===== src/rtl/gumnut_control_unit.sv =====
// Gumnut instruction sequencer: owns the PC, return stack and interrupt enable, and
// runs the fetch/decode/execute/mem/write FSM driving datapath strobes and bus handshakes.
module gumnut_control_unit #(
    parameter int unsigned RSTACK_DEPTH = 8,
    parameter logic [11:0] INT_VECTOR   = 12'h001,
    parameter logic [11:0] RESET_PC     = 12'h000
) (
    input  logic        clk_i,
    input  logic        rst_i,
    input  logic [6:0]  op_e,
    input  logic [2:0]  func_e,
    input  logic [11:0] addr_e,
    input  logic [7:0]  disp_e,
    input  logic        ccC_e,
    input  logic        ccZ_e,
    input  logic        inst_ack_i,
    input  logic        data_ack_i,
    input  logic        port_ack_i,
    input  logic        int_req_i,
    output logic        ClkEn_e,
    output logic        RegWrt_c,
    output logic [1:0]  RegMux_c,
    output logic        DPMux_c,
    output logic        op2_c,
    output logic [3:0]  ALUOp_c,
    output logic        ALUEn_c,
    output logic        ALUFR_c,
    output logic        port_we_c,
    output logic        reti_c,
    output logic        intc_o,
    output logic        intz_o,
    output logic        inst_cyc_o,
    output logic        inst_stb_o,
    output logic [11:0] inst_adr_o,
    output logic        data_cyc_o,
    output logic        data_stb_o,
    output logic        data_we_o,
    output logic        port_cyc_o,
    output logic        port_stb_o,
    output logic        int_ack_o
);
    // state   | meaning
    // FETCH   | instruction bus cycle at PC, wait for ack
    // DECODE  | register read
    // EXECUTE | ALU op, address calc, branch/jump/misc
    // MEM     | data or port bus cycle, wait for ack
    // WRITE   | register write-back
    // END     | interrupt check
    // INT     | interrupt entry: push PC, save flags, vector
    // HALT    | wait/stby, datapath clock gated
    localparam int unsigned SPW = $clog2(RSTACK_DEPTH);

    typedef enum logic [2:0] {
        S_FETCH, S_DECODE, S_EXECUTE, S_MEM, S_WRITE, S_END, S_INT, S_HALT
    } state_t;

    state_t          state_q, state_d;
    logic [11:0]     pc_q, pc_d;
    logic [SPW-1:0]  sp_q, sp_d, sp_m1;
    logic [11:0]     rstack_q [RSTACK_DEPTH];
    logic            int_en_q, int_en_d;
    logic            halt_wait_q, halt_wait_d;
    logic            intc_q, intz_q, mem_first_q;
    logic            push;

    logic is_alu_imm, is_alu_reg, is_shift, is_mem, is_branch, is_jump, is_misc;
    logic is_ldm, is_stm, is_inp, is_out, taken;

    assign is_alu_imm = ~op_e[6];
    assign is_alu_reg = (op_e[6:3] == 4'b1110);
    assign is_shift   = (op_e[6:4] == 3'b110);
    assign is_mem     = (op_e[6:5] == 2'b10);
    assign is_branch  = (op_e[6:1] == 6'b111110);
    assign is_jump    = (op_e[6:2] == 5'b11110);
    assign is_misc    = (op_e == 7'b1111110);
    assign is_ldm     = is_mem && (op_e[4:3] == 2'b00);
    assign is_stm     = is_mem && (op_e[4:3] == 2'b01);
    assign is_inp     = is_mem && (op_e[4:3] == 2'b10);
    assign is_out     = is_mem && (op_e[4:3] == 2'b11);
    assign sp_m1      = sp_q - SPW'(1);

    always_comb begin
        unique case (func_e[1:0])
            2'b00:   taken = ccZ_e;
            2'b01:   taken = ~ccZ_e;
            2'b10:   taken = ccC_e;
            default: taken = ~ccC_e;
        endcase
    end

    always_comb begin
        state_d     = state_q;
        pc_d        = pc_q;
        sp_d        = sp_q;
        int_en_d    = int_en_q;
        halt_wait_d = halt_wait_q;
        push        = 1'b0;
        ClkEn_e     = 1'b1;
        RegWrt_c    = 1'b0;
        RegMux_c    = 2'b00;
        DPMux_c     = 1'b0;
        op2_c       = 1'b0;
        ALUOp_c     = 4'b0000;
        ALUEn_c     = 1'b0;
        ALUFR_c     = 1'b0;
        port_we_c   = 1'b0;
        reti_c      = 1'b0;
        inst_cyc_o  = 1'b0;
        inst_stb_o  = 1'b0;
        data_cyc_o  = 1'b0;
        data_stb_o  = 1'b0;
        data_we_o   = 1'b0;
        port_cyc_o  = 1'b0;
        port_stb_o  = 1'b0;
        int_ack_o   = 1'b0;

        case (state_q)
            S_FETCH: begin
                inst_cyc_o = 1'b1;
                inst_stb_o = 1'b1;
                if (inst_ack_i) begin
                    pc_d    = pc_q + 12'd1;
                    state_d = S_DECODE;
                end
            end
            S_DECODE: state_d = S_EXECUTE;
            S_EXECUTE: begin
                state_d = S_END;
                if (is_alu_imm || is_alu_reg) begin
                    ALUOp_c = {1'b0, func_e};
                    ALUEn_c = 1'b1;
                    ALUFR_c = 1'b1;
                    op2_c   = is_alu_imm;
                    state_d = S_WRITE;
                end else if (is_shift) begin
                    ALUOp_c = {2'b10, func_e[1:0]};
                    ALUEn_c = 1'b1;
                    ALUFR_c = 1'b1;
                    state_d = S_WRITE;
                end else if (is_mem) begin
                    ALUOp_c = 4'b1100;
                    op2_c   = 1'b1;
                    DPMux_c = is_stm || is_out;
                    state_d = S_MEM;
                end else if (is_branch) begin
                    if (taken) pc_d = pc_q + {{4{disp_e[7]}}, disp_e};
                end else if (is_jump) begin
                    push = op_e[1];
                    pc_d = addr_e;
                end else if (is_misc) begin
                    case (func_e)
                        3'b000: begin
                            pc_d = rstack_q[sp_m1];
                            sp_d = sp_m1;
                        end
                        3'b001: begin
                            pc_d     = rstack_q[sp_m1];
                            sp_d     = sp_m1;
                            reti_c   = 1'b1;
                            int_en_d = 1'b1;
                        end
                        3'b010: int_en_d = 1'b1;
                        3'b011: int_en_d = 1'b0;
                        3'b100: begin
                            halt_wait_d = 1'b1;
                            state_d     = S_HALT;
                        end
                        3'b101: begin
                            halt_wait_d = 1'b0;
                            state_d     = S_HALT;
                        end
                        default: ;
                    endcase
                end
            end
            S_MEM: begin
                if (is_ldm || is_stm) begin
                    data_cyc_o = 1'b1;
                    data_stb_o = 1'b1;
                    data_we_o  = is_stm;
                    if (data_ack_i) state_d = is_ldm ? S_WRITE : S_END;
                end else begin
                    port_cyc_o = 1'b1;
                    port_stb_o = 1'b1;
                    port_we_c  = is_out && mem_first_q;
                    if (port_ack_i) state_d = is_inp ? S_WRITE : S_END;
                end
            end
            S_WRITE: begin
                RegWrt_c = 1'b1;
                RegMux_c = is_ldm ? 2'b01 : (is_inp ? 2'b10 : 2'b00);
                state_d  = S_END;
            end
            S_END: state_d = (int_en_q && int_req_i) ? S_INT : S_FETCH;
            S_INT: begin
                push      = 1'b1;
                pc_d      = INT_VECTOR;
                int_en_d  = 1'b0;
                int_ack_o = 1'b1;
                state_d   = S_FETCH;
            end
            S_HALT: begin
                ClkEn_e = 1'b0;
                if (halt_wait_q && int_en_q && int_req_i) state_d = S_INT;
            end
            default: state_d = S_FETCH;
        endcase

        if (push) sp_d = sp_q + SPW'(1);

        // Reset is synchronous, so bus requests must be masked while it is held.
        if (rst_i) begin
            inst_cyc_o = 1'b0;
            inst_stb_o = 1'b0;
            data_cyc_o = 1'b0;
            data_stb_o = 1'b0;
            data_we_o  = 1'b0;
            port_cyc_o = 1'b0;
            port_stb_o = 1'b0;
            port_we_c  = 1'b0;
            RegWrt_c   = 1'b0;
            ALUEn_c    = 1'b0;
            ALUFR_c    = 1'b0;
            reti_c     = 1'b0;
            int_ack_o  = 1'b0;
            ClkEn_e    = 1'b1;
        end
    end

    always_ff @(posedge clk_i) begin
        if (rst_i) begin
            state_q     <= S_FETCH;
            pc_q        <= RESET_PC;
            sp_q        <= '0;
            int_en_q    <= 1'b0;
            halt_wait_q <= 1'b0;
            intc_q      <= 1'b0;
            intz_q      <= 1'b0;
            mem_first_q <= 1'b0;
        end else begin
            state_q     <= state_d;
            pc_q        <= pc_d;
            sp_q        <= sp_d;
            int_en_q    <= int_en_d;
            halt_wait_q <= halt_wait_d;
            mem_first_q <= (state_q == S_EXECUTE);
            if (state_q == S_INT) begin
                intc_q <= ccC_e;
                intz_q <= ccZ_e;
            end
        end
    end

    always_ff @(posedge clk_i) begin
        if (push && !rst_i) rstack_q[sp_q] <= pc_q;
    end

    assign inst_adr_o = pc_q;
    assign intc_o     = intc_q;
    assign intz_o     = intz_q;
endmodule


===== config.mk =====
export PLATFORM = sky130hd
export DESIGN_NAME = gumnut_control_unit
export DESIGN_NICKNAME = d
export VERILOG_FILES = /design/src/rtl/gumnut_control_unit.sv
export SDC_FILE = /design/constraint.sdc
export NUM_CORES = 1
export LEC_CHECK = 0
export CELL_PAD_IN_SITES_DETAIL_PLACEMENT = 0
export CELL_PAD_IN_SITES_GLOBAL_PLACEMENT = 1
export CORE_MARGIN = 3
export CORE_UTILIZATION = 49
export DETAILED_ROUTE_END_ITERATION = 6
export GPL_TIMING_DRIVEN = 0
export PLACE_DENSITY = 0.91
export SLEW_MARGIN = 20
export SYNTH_ARGS = -nofsm -noshare
export SYNTH_HDL_FRONTEND = slang
export SYNTH_SLANG_ARGS = --single-unit

===== constraint.sdc =====
create_clock -name clk_i -period 6.39 [get_ports clk_i]
set_input_delay 1.278 -clock clk_i [delete_from_list [all_inputs] [get_ports clk_i]]
set_output_delay 1.278 -clock clk_i [all_outputs]
set_load 0.02 [all_outputs]

==> results of run 1 <==
[per-stage QoR]
step	power [mW]	area (um2)	util [%]	worst slack [ns]
after floorplan	1.341	6156	-	2.502
after global placement	1.542	7057	58.02	0.7942
after detailed placement	1.557	7166	58.92	1.736
after CTS	2.498	7750	63.72	1.715
after global routing	2.604	7750	63.72	1.610
final	2.505	7750	63.72	1.695
[flip-flops by register name, summed over array words and instances, names as in the netlist]
name and count:
intc_o 1, int_en_q 1, mem_first_q 1, sp_q 3
halt_wait_q 1, inst_adr_o 12, intz_o 1, rstack_q 96
state_q 3
[how the worst max path moves through the flow]
stage                                           end  slack, ns  depth (start not counted)
after global placement    rstack_q[2][11]$_DFFE_PP_       0.79                          6
after floorplan                           data_we_o       2.50                          5
final                                        reti_c       1.70                          5
after detailed placement                     reti_c       1.74                          5
after CTS                                    reti_c       1.71                          5
after global routing                         reti_c       1.61                          6
[per-layer routing]
layer  track usage [%]  vias to the layer above  part of all wire (%)
li1                  -                     2129                     -
met1             32.13                     2330                    42
met2             37.51                      249                    47
met3             5.142                       44                   7.7
met4             10.84                        0                   3.3
met5                 0                        -                     0
[synth_stat cells, drive strengths merged (12+ instances only)]
master and count:
edfxtp 96, nand2 45, a21oi 32, nor2 31
o21ai 26, mux4 24, dfxtp 23, buf 21
and3 16, ha 14, nand3 14, nor3 14
a31oi 12
[layout make-up]
type,count,area share (%)
clock inverters,12,2.002
inverters,10,0.4843
well taps,168,2.712
plain buffers,32,2.389
repair buffers,79,9.864
clock buffers,18,5.538
flip-flops and latches,119,43.14
multi-input cells,337,33.87
[worst max-delay path: cells and delay by family]
kind | cells | cell delay, ns
buffers and inverters | 2 | 1.30
AND/OR/NAND/NOR | 3 | 0.83
[power by group]
group	leakage, nW	internal [mW]	total, mW	switching (mW)
Clock	0.272	0.608	0.949	0.341
Combinational	1.33	0.252	0.615	0.362
Sequential	1.10	0.883	0.941	0.0587
Total	2.71	1.74	2.50	0.762
[kinds of logic (layout without fill, tap and decap cells)]
group                    after synthesis  after routing  share of synthesized area [%]
AO/OA/AOI/OAI                        112            112                          12.05
XOR/XNOR                              11             11                          1.687
adder cells (fa/ha/maj)               15             15                          3.171
buffers and inverters                 42            151                          3.618
flip-flops                           119            119                          54.31
multiplexers                          36             36                          10.81
AND/OR/NAND/NOR                      163            163                          14.35
==> results.yml, run 1 <==
timing:
  tightest_slew_ns: 0.9127
  slew_viol_final: 0
  relSlewSlack_pct: 38.72
  rsz0062_at_grt: "no"
  holdWs_ns: 0.4940
  setup_tns_ns: 0
  period_share_pct: 73.47
  clock_skew_ns: 0.007164
  fmax_mhz: 213.0
  hold_viol_final: 0
  final.min_clock_period_ns: 4.695
  setup_viol: 0
setup_path:
  r2r_slack_ns: 3.26
  cp-end-kind: "output pin"
  r2r_end: "inst_adr_o[0]$_SDFFE_PP0P_"
  r2r_start: "sp_q[0]$_SDFFE_PP0P_"
  worstPathCellList: "clkdlybuf4s50_1 > nand4_4 > nor4_4 > and4b_1 > clkdlybuf4s50_1"
  startpoint: "op_e[3]"
  crit_type: "input port to output pin"
  slowest_delay_ns: 0.68
  crit_fanout: 9
  cp_data_arrival_time_ns: 3.42
  reg2regPathDepth: 11
  cpMostUsedCell: "clkdlybuf4s50_1"
  required_ns: 5.11
  cp_slowest_cell: "clkdlybuf4s50_1"
  start_kind: "input port"
hold_path:
  hold-path-cell-count: 2
  worstHoldPathType: "register to register"
  hp-start: "halt_wait_q$_SDFFE_PP0P_"
  hold_end: "halt_wait_q$_SDFFE_PP0P_"
routing:
  wire_per_inst_um: 21.09
  drt-initial-drc-count: 497
  first_pass_iters: 5
  vias_per_cell: 6.132
  vias: 4752
  drc: 0
  postRouteAntennaNets: 0
  wl_mm: 16.35
cts:
  post_cts_buffers: 0
  clockRootBuffer: "clkbuf_16"
  clock_sinks: 119
  cts_tree: "done"
  hold_buffers: 0
  insertion_delay_ns: 0.41
  numCtsBuffers: 17
  htree_num_levels: 4
  cts_buffer_depth: 2
  path_clk_slew_ns: 0.06
  ctsResizeCount: 0
global_route:
  grt_max_degree: 17
  antenna_found_initial: 0
  grt_pass1_vias: 4705
  overflow: 0
  grt_pass1_wl_mm: 25.79
  track_usage_pct: 23.94
outcome:
  outcome: "finished, final reports clean"
yosys:
  seq_area_frac_synth_pct: 54.31
  avgSynthCellArea_um2: 12.36
  yosys.area.top_type_share_pct: 46.83
  synth_ff_type: "edfxtp_1"
  synth-seq-cells: 119
  async_reset_ff_share_pct: 0
  synth_cell_type_count: 71
  synthCells: 498
  synth_area_leader_cell: "edfxtp_1"
  syn_area_um2: 6156
  yosysWarnings: 0
  synth_edf_count: 96
  syn_nets: 551
  yosys-top-cells-area: "edfxtp_1 (47%), mux4_2 (8.8%), dfxtp_1 (7.5%), ha_1 (2.8%), nand2_1 (2.7%)"
die:
  die_w_um: 118.1
  pin_count: 74
  die-area_um2: 13940
  initial_core_util_pct: 50.62
  core_um2: 12160
  die_h_um: 118.1
  rows: 40
placed_design:
  hpwl_mm: 11.28
  io_buffers: 69
  place.gp.congestion: 0.9090
  dp.cells: 745
pwr:
  pwr_density_cell_nw_per_um2: 323.2
  irDropWorstVdd_v: 0.0002189
  power_leakage_nw: 2.706
final_layout:
  drive_above_1_share_pct: 18.29
  final_cells: 775
  final_common_cell: "edfxtp_1"
  seq_area_um2: 3343
  diodes: 0
  final_nets: 649
  fillers: 935
  mostFrequentLayoutCells: "edfxtp_1 (96), clkdlybuf4s50_1 (69), nand2_1 (44)"
  area_growth_pct: 25.89
  multi_input_area_um2: 2625
job:
  drv_cap: 0
Power figures use the tool's default switching activity.
==> run 2: changes to the inputs <==
- CORE_UTILIZATION: 49 -> 41
- PLACE_DENSITY: 0.91 -> 0.82
- clock period: 6.39 -> 3.8 ns (I/O delays scaled with it)
==> run 2 against run 1 <==
  * Non-clock buffer count did not move
  * Die area rose by 18%
  * Flip-flop and latch count did not move
  * Worst hold slack improved by 0.013 ns
  * Sequential power rose by 69%
  * Count of clock-buffer cells in the layout fell by 1
  * Final cell count rose by 2.3%
  * Cell area rose by 0.21%
  * Largest cell class unchanged
==> results.yml, run 2 (synthesis gave the netlist of run 1 again) <==
placed_design:
  place.gp.congestion: 0.8379
  post-place-ws_ns: 0.1602
  hpwl_mm: 11.98
  io_buffers: 69
die:
  pin_count: 74
  core_um2: 14590
  die-area_um2: 16520
  initial_core_util_pct: 42.20
  rows: 44
  die_w_um: 128.5
  die_h_um: 128.5
outcome:
  outcome: "finished, final reports clean"
global_route:
  grt_pass1_wl_mm: 25.83
  antenna_found_initial: 0
  overflow: 0
  grt_max_degree: 17
  grt_pass1_vias: 4557
  track_usage_pct: 20.86
setup_path:
  required_ns: 3.04
  start_kind: "register"
  cp-end-kind: "output pin"
  crit_fanout: 10
  slowest_delay_ns: 0.58
  cp_slowest_cell: "clkdlybuf4s50_1"
  cp_data_arrival_time_ns: 2.91
  crit_type: "register to output pin"
  worstPathCellList: "buf_2 > nand2b_1 > nor2_1 > clkbuf_1 > and3_1 > buf_4 > clkdlybuf4s50_1"
timing:
  period_share_pct: 96.52
  hold_viol_final: 0
  relSlewSlack_pct: 45.57
  tightest_slew_ns: 0.8107
  holdWs_ns: 0.5068
  slew_viol_final: 0
  setup_viol: 0
  worst_slack_ns: 0.1322
  final.min_clock_period_ns: 3.668
  rsz0062_at_grt: "no"
  clock_skew_ns: 0.009302
  fmax_mhz: 272.6
hold_path:
  worstHoldPathType: "register to register"
cts:
  clock_sinks: 119
  htree_num_levels: 4
  path_clk_slew_ns: 0.06
  cts_buffer_depth: 2
  ctsResizeCount: 0
  cts_tree: "done"
  numCtsBuffers: 17
  insertion_delay_ns: 0.42
  post_cts_buffers: 0
  clockRootBuffer: "clkbuf_16"
  hold_buffers: 0
final_layout:
  drive_above_1_share_pct: 18.56
  final_common_cell: "edfxtp_1"
  final_nets: 649
  fillers: 1224
  max_flop_register: "rstack_q"
  mostFrequentLayoutCells: "edfxtp_1 (96), clkdlybuf4s50_1 (69), nand2_1 (44)"
  diodes: 0
  area_growth_pct: 26.16
  largest_reg_flops: 96
pwr:
  p_sw_share_pct: 30.90
  p_seq_share_pct: 37.3
  p_int_mw: 2.941
  power.share.combinational_pct: 24.4
  switching_power_mw: 1.315
  clock_power_share_pct: 38.3
  irDropWorstVdd_v: 0.0004078
  pwr_density_cell_nw_per_um2: 548.1
  power_leakage_nw: 2.719
job:
  drv_cap: 0
routing:
  wire_per_inst_um: 21.02
  drt-initial-drc-count: 495
  vias_per_cell: 5.864
  vias: 4650
  postRouteAntennaNets: 0
  first_pass_iters: 7
  drc: 0
  wl_mm: 16.67
run 2: cell types whose count changed in the layout (fill, tap and decap cells not counted), sizes merged:
cell,before,now
inv,11,14
clkbuf,29,28
clkinv,4,5
clkinvlp,4,3
run 2: per-layer routing:
| layer | vias up | track usage, % | share of wire, % |
|---|---|---|---|
| met4 | 0 | 8.400 | 2.7 |
| met2 | 219 | 32.98 | 47 |
| met3 | 35 | 5.064 | 7.4 |
| li1 | 2140 | - | - |
| met5 | - | 0 | 0 |
| met1 | 2256 | 27.85 | 43 |
run 2: final cells by class:
cell class                      instances  area, um2  area share [%]
Sequential cell                       119       3343           43.05
Multi-Input combinational cell        337       2625           33.80
Timing Repair Buffer                   79      745.7           9.602
Clock buffer                           17      425.4           5.478
Tap cell                              184      230.2           2.964
Buffer                                 32      185.2           2.384
Clock inverter                         15      173.9           2.239
Inverter                               10      37.54          0.4833
run 2: final timing paths:
path,from,endpoint,slack (ns),cells after the start
min reg2reg,intz_o$_SDFFE_PP0P_,intz_o$_SDFFE_PP0P_,0.51,2
min,intz_o$_SDFFE_PP0P_,intz_o$_SDFFE_PP0P_,0.51,2
max reg2reg,sp_q[0]$_SDFFE_PP0P_,inst_adr_o[3]$_SDFFE_PP0P_,0.72,11
max,state_q[1]$_SDFFE_PP0P_,ALUFR_c,0.13,7
run 2: metrics by stage:
step | utilization, % | setup TNS, ns | power, mW | instances | area (um2)
3_5_place_dp | 49.13 | 0 | 2.633 | 761 | 7167
5_1_grt | 53.23 | 0 | 4.440 | 793 | 7766
3_3_place_gp | 48.51 | -60.68 | 2.608 | 751 | 7077
2_1_floorplan | - | 0 | 2.255 | 498 | 6156
6_report | 53.23 | 0 | 4.256 | 793 | 7766
4_1_cts | 53.23 | 0 | 4.259 | 793 | 7766
run 2: power by group through the flow:
| stage | combinational (mW) | sequential (mW) | clock, mW |
|---|---|---|---|
| floorplan | 0.661 | 1.59 | 0 |
| global placement | 1.00 | 1.61 | 0 |
| detailed placement | 1.02 | 1.61 | 0 |
| CTS | 1.03 | 1.59 | 1.65 |
| global route | 1.13 | 1.60 | 1.72 |
| finish | 1.04 | 1.59 | 1.63 |
run 2: worst max-delay path: cells and delay by family, from the launching register on:
kind	cells	cell delay, ns
buf+inv	4	1.39
flops	1	0.34
simple gates	3	0.76
